### src/rtl/mem_arbiter.sv
// Round-robin arbiter sharing one single-port synchronous RAM
// between an instruction-fetch port (0) and a data port (1).
module mem_arbiter #(
  parameter int ADDR_W     = 16,
  parameter int DATA_W     = 16,
  parameter int RD_LATENCY = 1
) (
  input  logic              clk,
  input  logic              rst,
  input  logic              m0_req,
  input  logic              m0_we,
  input  logic [ADDR_W-1:0] m0_addr,
  input  logic [DATA_W-1:0] m0_wdata,
  output logic              m0_gnt,
  output logic              m0_rvalid,
  output logic [DATA_W-1:0] m0_rdata,
  input  logic              m1_req,
  input  logic              m1_we,
  input  logic [ADDR_W-1:0] m1_addr,
  input  logic [DATA_W-1:0] m1_wdata,
  output logic              m1_gnt,
  output logic              m1_rvalid,
  output logic [DATA_W-1:0] m1_rdata,
  output logic              mem_en,
  output logic              mem_we,
  output logic [ADDR_W-1:0] mem_addr,
  output logic [DATA_W-1:0] mem_wdata,
  input  logic [DATA_W-1:0] mem_rdata
);

  typedef enum logic [1:0] {
    IDLE,
    ACCESS,
    WAIT
  } state_t;

  localparam logic [1:0] CNT_INIT = 2'(RD_LATENCY - 1);
  localparam bit         LAT1     = (RD_LATENCY == 1);

  state_t              state_q, state_d;
  logic                last_gnt_q, last_gnt_d;
  logic                owner_q, owner_d;
  logic [1:0]          cnt_q, cnt_d;
  logic                en_q, en_d;
  logic                we_q, we_d;
  logic [ADDR_W-1:0]   addr_q, addr_d;
  logic [DATA_W-1:0]   wdata_q, wdata_d;
  logic                gnt0_q, gnt0_d;
  logic                gnt1_q, gnt1_d;
  logic                rv0_q, rv0_d;
  logic                rv1_q, rv1_d;
  logic                win;
  logic                rv_set;

  always_comb begin
    state_d    = state_q;
    last_gnt_d = last_gnt_q;
    owner_d    = owner_q;
    cnt_d      = cnt_q;
    en_d       = 1'b0;
    we_d       = 1'b0;
    addr_d     = addr_q;
    wdata_d    = wdata_q;
    gnt0_d     = 1'b0;
    gnt1_d     = 1'b0;
    win        = 1'b0;
    rv_set     = 1'b0;
    unique case (state_q)
      IDLE: begin
        // last_gnt only moves when both ports contend
        if (m0_req && m1_req) begin
          win        = ~last_gnt_q;
          last_gnt_d = ~last_gnt_q;
        end else begin
          win = m1_req;
        end
        if (m0_req || m1_req) begin
          en_d    = 1'b1;
          we_d    = win ? m1_we : m0_we;
          addr_d  = win ? m1_addr : m0_addr;
          wdata_d = win ? m1_wdata : m0_wdata;
          gnt0_d  = ~win;
          gnt1_d  = win;
          owner_d = win;
          state_d = ACCESS;
        end
      end
      ACCESS: begin
        if (we_q) begin
          state_d = IDLE;
        end else begin
          state_d = WAIT;
          cnt_d   = CNT_INIT;
          rv_set  = LAT1;
        end
      end
      WAIT: begin
        if (cnt_q != 2'd0) begin
          cnt_d  = cnt_q - 2'd1;
          rv_set = (cnt_q == 2'd1);
        end else begin
          state_d = IDLE;
        end
      end
      default: state_d = IDLE;
    endcase
    rv0_d = rv_set & ~owner_q;
    rv1_d = rv_set & owner_q;
  end

  always_ff @(posedge clk) begin
    if (rst) begin
      state_q    <= IDLE;
      last_gnt_q <= 1'b1;
      owner_q    <= 1'b0;
      cnt_q      <= 2'd0;
      en_q       <= 1'b0;
      we_q       <= 1'b0;
      addr_q     <= '0;
      wdata_q    <= '0;
      gnt0_q     <= 1'b0;
      gnt1_q     <= 1'b0;
      rv0_q      <= 1'b0;
      rv1_q      <= 1'b0;
    end else begin
      state_q    <= state_d;
      last_gnt_q <= last_gnt_d;
      owner_q    <= owner_d;
      cnt_q      <= cnt_d;
      en_q       <= en_d;
      we_q       <= we_d;
      addr_q     <= addr_d;
      wdata_q    <= wdata_d;
      gnt0_q     <= gnt0_d;
      gnt1_q     <= gnt1_d;
      rv0_q      <= rv0_d;
      rv1_q      <= rv1_d;
    end
  end

  assign m0_gnt    = gnt0_q;
  assign m1_gnt    = gnt1_q;
  assign m0_rvalid = rv0_q;
  assign m1_rvalid = rv1_q;
  assign m0_rdata  = rv0_q ? mem_rdata : '0;
  assign m1_rdata  = rv1_q ? mem_rdata : '0;
  assign mem_en    = en_q;
  assign mem_we    = we_q;
  assign mem_addr  = addr_q;
  assign mem_wdata = wdata_q;

endmodule

### config.mk
export PLATFORM = sky130hd
export DESIGN_NAME = mem_arbiter
export DESIGN_NICKNAME = d
export VERILOG_FILES = /design/src/rtl/mem_arbiter.sv
export SDC_FILE = /design/constraint.sdc
export NUM_CORES = 1
export LEC_CHECK = 0
export CORE_ASPECT_RATIO = 1.4
export CORE_MARGIN = 4
export CORE_UTILIZATION = 32
export CTS_BUF_LIST = sky130_fd_sc_hd__clkbuf_8
export DETAILED_ROUTE_END_ITERATION = 10
export PLACE_DENSITY = 0.91
export SYNTH_ARGS = -nofsm -noshare
export SYNTH_HDL_FRONTEND = slang
export SYNTH_SLANG_ARGS = --single-unit
### constraint.sdc
create_clock -name clk -period 1.5 [get_ports clk]
set_input_delay 0.45 -clock clk [delete_from_list [all_inputs] [get_ports clk]]
set_output_delay 0.45 -clock clk [all_outputs]
set_load 0.01 [all_outputs]
**Word-level counts from Yosys, hierarchy flattened**

Cells that the tools add are included.

- Flip-flop bits (word level): 44
- Input port bits: 86
- Output and inout port bits: 70
- Word-level logic and storage cells: 56

- $add $sub $neg: 1
- Eq/ne operators: 7
- Muxes and demuxes: 18
- Bitwise logic cells: 7
- Reductions and logical operators: 11

Operators with widths:

| kind | count |
|---|---|
| 16-bit 2-to-1 mux | 4 |
| 2-bit 2-to-1 mux | 5 |
| 2-bit != test (second input constant) | 4 |
| 1-bit 2-to-1 mux | 6 |
| 2-bit case mux with 3 select lines | 1 |
| 2-bit AND reduction | 3 |
| 1-bit inverter | 5 |
| 2-bit by 1-bit equality test with 1-bit output (second input constant) | 2 |
| 2-bit case mux with 2 select lines | 1 |
| 2-bit nonzero test | 2 |
| 3-bit AND reduction | 1 |
| 3-bit OR reduction | 1 |
| 1-bit AND | 2 |
| 2-bit equality test (second input constant) | 1 |
| 2-bit zero test | 1 |
| 1-bit case mux with 2 select lines | 1 |
| 2-bit OR reduction | 1 |
| 2-bit by 1-bit subtractor with 2-bit output (second input constant) | 1 |
| 1-bit logical AND | 1 |
| 1-bit logical OR | 1 |

**Depth between registers and ports, before layout**

- Word-level depth: 4
- Depth in mapped cells: 7

**Least setup slack after synthesis**

OpenSTA, ideal clock, no wires.

- Path type: register to register
- Start: reg state_q[0]
- End: reg addr_q[12] (netlist: mem_addr[12])
- Library setup time: 122 ps
- Arrival: 1336 ps
- Required time: 1378 ps
- Setup slack: 42 ps
- Stages on the path, launching flop included: 8
- Buffers on the path: 2
- Clock period less this slack: 1458 ps
- Path through: dfxtp_1 > inv_1 > ha_1 > o21a_1 > buf_4 > buf_2 > nor3b_1 > a221o_1

- Cells in the longest elaborated chain, start to end: 2

Ends and longest elaborated chain:

| item | line | source |
|---|---|---|
| from (decl) | 40 | `state_t state_q, state_d;` |
| from (signal assigned) | 126 | `state_q <= state_d;` |
| 2-bit zero test | 68 | `unique case (state_q)` |
| 2-bit AND reduction (no line) | n/a |  |
| to (signal assigned) | 132 | `addr_q <= addr_d;` |
| to (decl) | 46 | `logic [ADDR_W-1:0] addr_q, addr_d;` |

No other way between the ends.
A chain may end at the register's enable or synchronous reset.

**Final worst setup path**

- Start: reg rv0_q (netlist: m0_rvalid)
- End: out m0_rdata[4]

- Cells in the longest elaborated chain, start to end: 1

Ends and longest elaborated chain:

| item | line | source |
|---|---|---|
| from (decl) | 50 | `logic rv0_q, rv0_d;` |
| from (signal assigned) | 136 | `rv0_q <= rv0_d;` |
| 16-bit 2-to-1 mux | 145 | `assign m0_rdata = rv0_q ? mem_rdata : '0;` |
| to (decl) | 16 | `output logic [DATA_W-1:0] m0_rdata,` |

No other way between the ends.

==> insert_results.sql <==
INSERT INTO impl_metrics (metric_group, metric, value, unit) VALUES
('sta', 'finalCritPeriodShare', '1.066', ''),
('sta', 'max_freq', '0.6251', 'GHz'),
('layout', 'final_core_util', '0.6511', ''),
('synthesis', 'synth_area_leader_cell', 'sky130_fd_sc_hd__dfxtp_1', ''),
('grt', 'global_route_overflow', '0', ''),
('layout', 'layout-area-overhead-vs-synth', '95.32', '%'),
('synthesis', 'ys.warnings.count', '0', ''),
('placed_design', 'dpl_cell_area', '0.003802', 'sq mm'),
('outcome', 'failed_checks', 'setup timing', ''),
('clock_network', 'cts.sink_count', '44', ''),
('placed_design', 'post_detail_place_hpwl', '6028', 'um'),
('clock_network', 'ctsHoldBuffers', '0', ''),
('setup_path', 'critPathKind', 'flop to primary output', ''),
('layout', 'antennaDiodeCount', '0', ''),
('clock_network', 'numCtsBuffers', '5', ''),
('clock_network', 'root_buffer', 'sky130_fd_sc_hd__clkbuf_8', ''),
('setup_path', 'cp_data_required_time', '1050', 'ps'),
('setup_path', 'crit_arrival', '1150', 'ps'),
('drt', 'dr_total_vias', '2319', ''),
('sta', 'rsz0062_at_grt', 'yes', ''),
('sta', 'finalMaxSlewViolations', '0', ''),
('layout', 'finish.net_count', '467', ''),
('clock_network', 'cts-htree-levels', '2', ''),
('synthesis', 'yosysUniqueCellTypes', '32', ''),
('grt', 'first_pass_grt_wire_length', '11220', 'um'),
('drt', 'dr.pass1.iters', '4', ''),
('setup_path', 'worstSetupEndpointType', 'primary output', ''),
('sta', 'timing.max_slew.rel_slack', '0.7845', ''),
('clock_network', 'tritoncts', 'done', ''),
('sta', 'post-route-worst-setup-slack', '-99.69', 'ps'),
('setup_path', 'crit_fanout', '5', ''),
('floorplan', 'design.die.area', '0.007887', 'sq mm'),
('sta', 'final.min_clock_period', '1600', 'ps'),
('layout', 'drive_gt1_frac', '0.2918', ''),
('drt', 'detail_route.wirelength', '7889', 'um'),
('layout', 'design_area', '0.004071', 'sq mm'),
('placed_design', 'io_buffer_count', '155', ''),
('setup_path', 'worst_setup_path_start_kind', 'flop', ''),
('setup_path', 'cpMaxStageDelayCell', 'sky130_fd_sc_hd__dfxtp_4', ''),
('floorplan', 'floorplan.die.width', '76.21', 'um'),
('sta', 'setup_viol', '9', ''),
('outcome', 'outcome', 'complete, but fails checks', ''),
('synthesis', 'synth_cells', '205', ''),
('synthesis', 'postSynth.topFlopCell', 'sky130_fd_sc_hd__dfxtp_1', ''),
('sta', 'tightestPinTransition', '320.4', 'ps'),
('grt', 'grt_use_total', '0.1762', ''),
('clock_network', 'insertion_delay', '300', 'ps'),
('floorplan', 'initial_core_util', '0.3333', ''),
('floorplan', 'rows', '34', ''),
('power', 'post_route_total_power', '3.215', 'mW'),
('synthesis', 'synth.most_common_cell', 'sky130_fd_sc_hd__dfxtp_1', ''),
('synthesis', 'synthDominantCellAreaShare', '0.4226', ''),
('grt', 'first_global_vias', '2340', ''),
('drt', 'route.detailed.wl_per_inst', '17.57', 'um'),
('placed_design', 'gp_congestion', '0.8403', ''),
('sta', 'finalClockSkew', '8.153', 'ps'),
('setup_path', 'path_cells', 'buf_6, buf_6, and2_4, buf_6', ''),
('placed_design', 'dpl_worst_slack', '-603.8', 'ps'),
('power', 'p_leak', '1.798', 'nW'),
('sta', 'hold_viol', '0', ''),
('power', 'vdd_ir_drop_max', '0.0005349', 'V'),
('synthesis', 'synth.top_cells.by_area', 'sky130_fd_sc_hd__dfxtp_1, sky130_fd_sc_hd__a221o_1, sky130_fd_sc_hd__nor3b_1', ''),
('setup_path', 'timing.critical_path.slowest_cell_delay', '370', 'ps'),
('synthesis', 'syn-cell-area', '0.002084', 'sq mm'),
('clock_network', 'max_root_sink_buffers', '2', ''),
('synthesis', 'avg_inst_size_synth', '10.17', 'sq um'),
('synthesis', 'synth_seq_area_share', '0.4226', ''),
('setup_path', 'worst_path_most_repeated_cell', 'sky130_fd_sc_hd__buf_6', ''),
('floorplan', 'fp.dieH', '103.5', 'um'),
('floorplan', 'coreArea', '0.006254', 'sq mm'),
('synthesis', 'synthArstFlopShare', '0', '');
[metrics by stage]
stage	cells	setup TNS, ps
global route	449	-1184
global placement	433	-33420
finish	449	-625.3
CTS	446	-1261
detailed placement	433	-35090
floorplan	205	0
[metal layers]
metal	routed length, um	vias to the layer above	track usage
li1	-	1104	-
met1	2770	1079	0.1637
met3	657	10	0.05719
met5	0	-	0
met2	4307	126	0.3668
met4	154	0	0.04172
[final timing paths]
| path | endpoint | cells past startpoint | start | slack (ps) |
|---|---|---|---|---|
| max reg2reg | mem_addr[11] | 7 | state_q[1] | 60 |
| max | m0_rdata[4] | 4 | m0_rvalid | -100 |
| min reg2reg | m0_rvalid | 1 | owner_q | 460 |
| min | owner_q | 2 | rst | 450 |
[cell type report]
| class | instances | area, sq um |
|---|---|---|
| inverters | 4 | 15.01 |
| flip-flops and latches | 44 | 890.9 |
| clock buffers | 5 | 68.82 |
| fillers | 492 | 2182 |
| clock inverters | 3 | 46.29 |
| multi-input cells | 140 | 1207 |
| repair buffers | 181 | 1753 |
| well taps | 72 | 90.09 |
[flip-flops by register name (all words and copies together) (netlist names)]
signal and flops:
m0_gnt 1, m1_rvalid 1, mem_addr 16, state_q 2
mem_wdata 16, mem_en 1, m1_gnt 1, mem_we 1
cnt_q 2, m0_rvalid 1, last_gnt_q 1, owner_q 1
[logic make-up (layout without fill, tap and decap cells)]
kind of cell	count (synthesis)	count (layout)	share of synthesized area
AND/OR/NAND/NOR	84	84	0.2671
AO/OA/AOI/OAI	46	46	0.2035
flip-flops	44	44	0.4226
buffers and inverters	21	193	0.05342
adder cells (fa/ha/maj)	5	5	0.03001
multiplexers	4	4	0.01921
XOR/XNOR	1	1	0.004202
[what timing repair did]
item | CTS | global route
pin swaps | 5 | 5
gates resized for setup | 221 | 49
endpoints found under the setup margin | 105 | 53
setup buffers | 4 | 2
cloned | 1 | 2
[power breakdown]
group	switching, mW	internal, mW	total [mW]
clock network	0.427	0.502	0.929
registers	0.0540	1.28	1.34
logic	0.389	0.560	0.949
total	0.871	2.34	3.22
[cells in the final DEF (no fill, tap or decap), types with 2 or more instances in the layout]
master / Yosys / routed
sky130_fd_sc_hd__o32ai_1: 3 / 3
sky130_fd_sc_hd__inv_1: 4 / 3
sky130_fd_sc_hd__buf_12: 0 / 3
sky130_fd_sc_hd__clkdlybuf4s50_1: 0 / 66
sky130_fd_sc_hd__clkbuf_2: 0 / 3
sky130_fd_sc_hd__nand2_1: 3 / 3
sky130_fd_sc_hd__mux2i_1: 4 / 4
sky130_fd_sc_hd__a221o_1: 29 / 29
sky130_fd_sc_hd__dlygate4sd2_1: 0 / 52
sky130_fd_sc_hd__a211oi_1: 5 / 5
sky130_fd_sc_hd__a21oi_1: 4 / 4
sky130_fd_sc_hd__ha_2: 0 / 2
sky130_fd_sc_hd__and2_4: 0 / 26
sky130_fd_sc_hd__nor2_1: 6 / 6
sky130_fd_sc_hd__nor2b_1: 2 / 2
sky130_fd_sc_hd__ha_4: 0 / 2
sky130_fd_sc_hd__and2_1: 32 / 6
sky130_fd_sc_hd__buf_4: 1 / 13
sky130_fd_sc_hd__dfxtp_4: 0 / 2
sky130_fd_sc_hd__nand2b_1: 3 / 3
sky130_fd_sc_hd__buf_6: 3 / 35
sky130_fd_sc_hd__nor3b_1: 30 / 30
sky130_fd_sc_hd__dfxtp_1: 44 / 40
sky130_fd_sc_hd__buf_2: 5 / 7
sky130_fd_sc_hd__clkbuf_8: 0 / 5
sky130_fd_sc_hd__dfxtp_2: 0 / 2
[worst max-delay path, delay by kind of cell, from the launching register on]
| family | cells | cell delay (ps) |
|---|---|---|
| and+or+nand+nor | 1 | 150 |
| buffers and inverters | 3 | 350 |
| DFF | 1 | 370 |
Note: power is estimated with default switching activity, not from simulation.
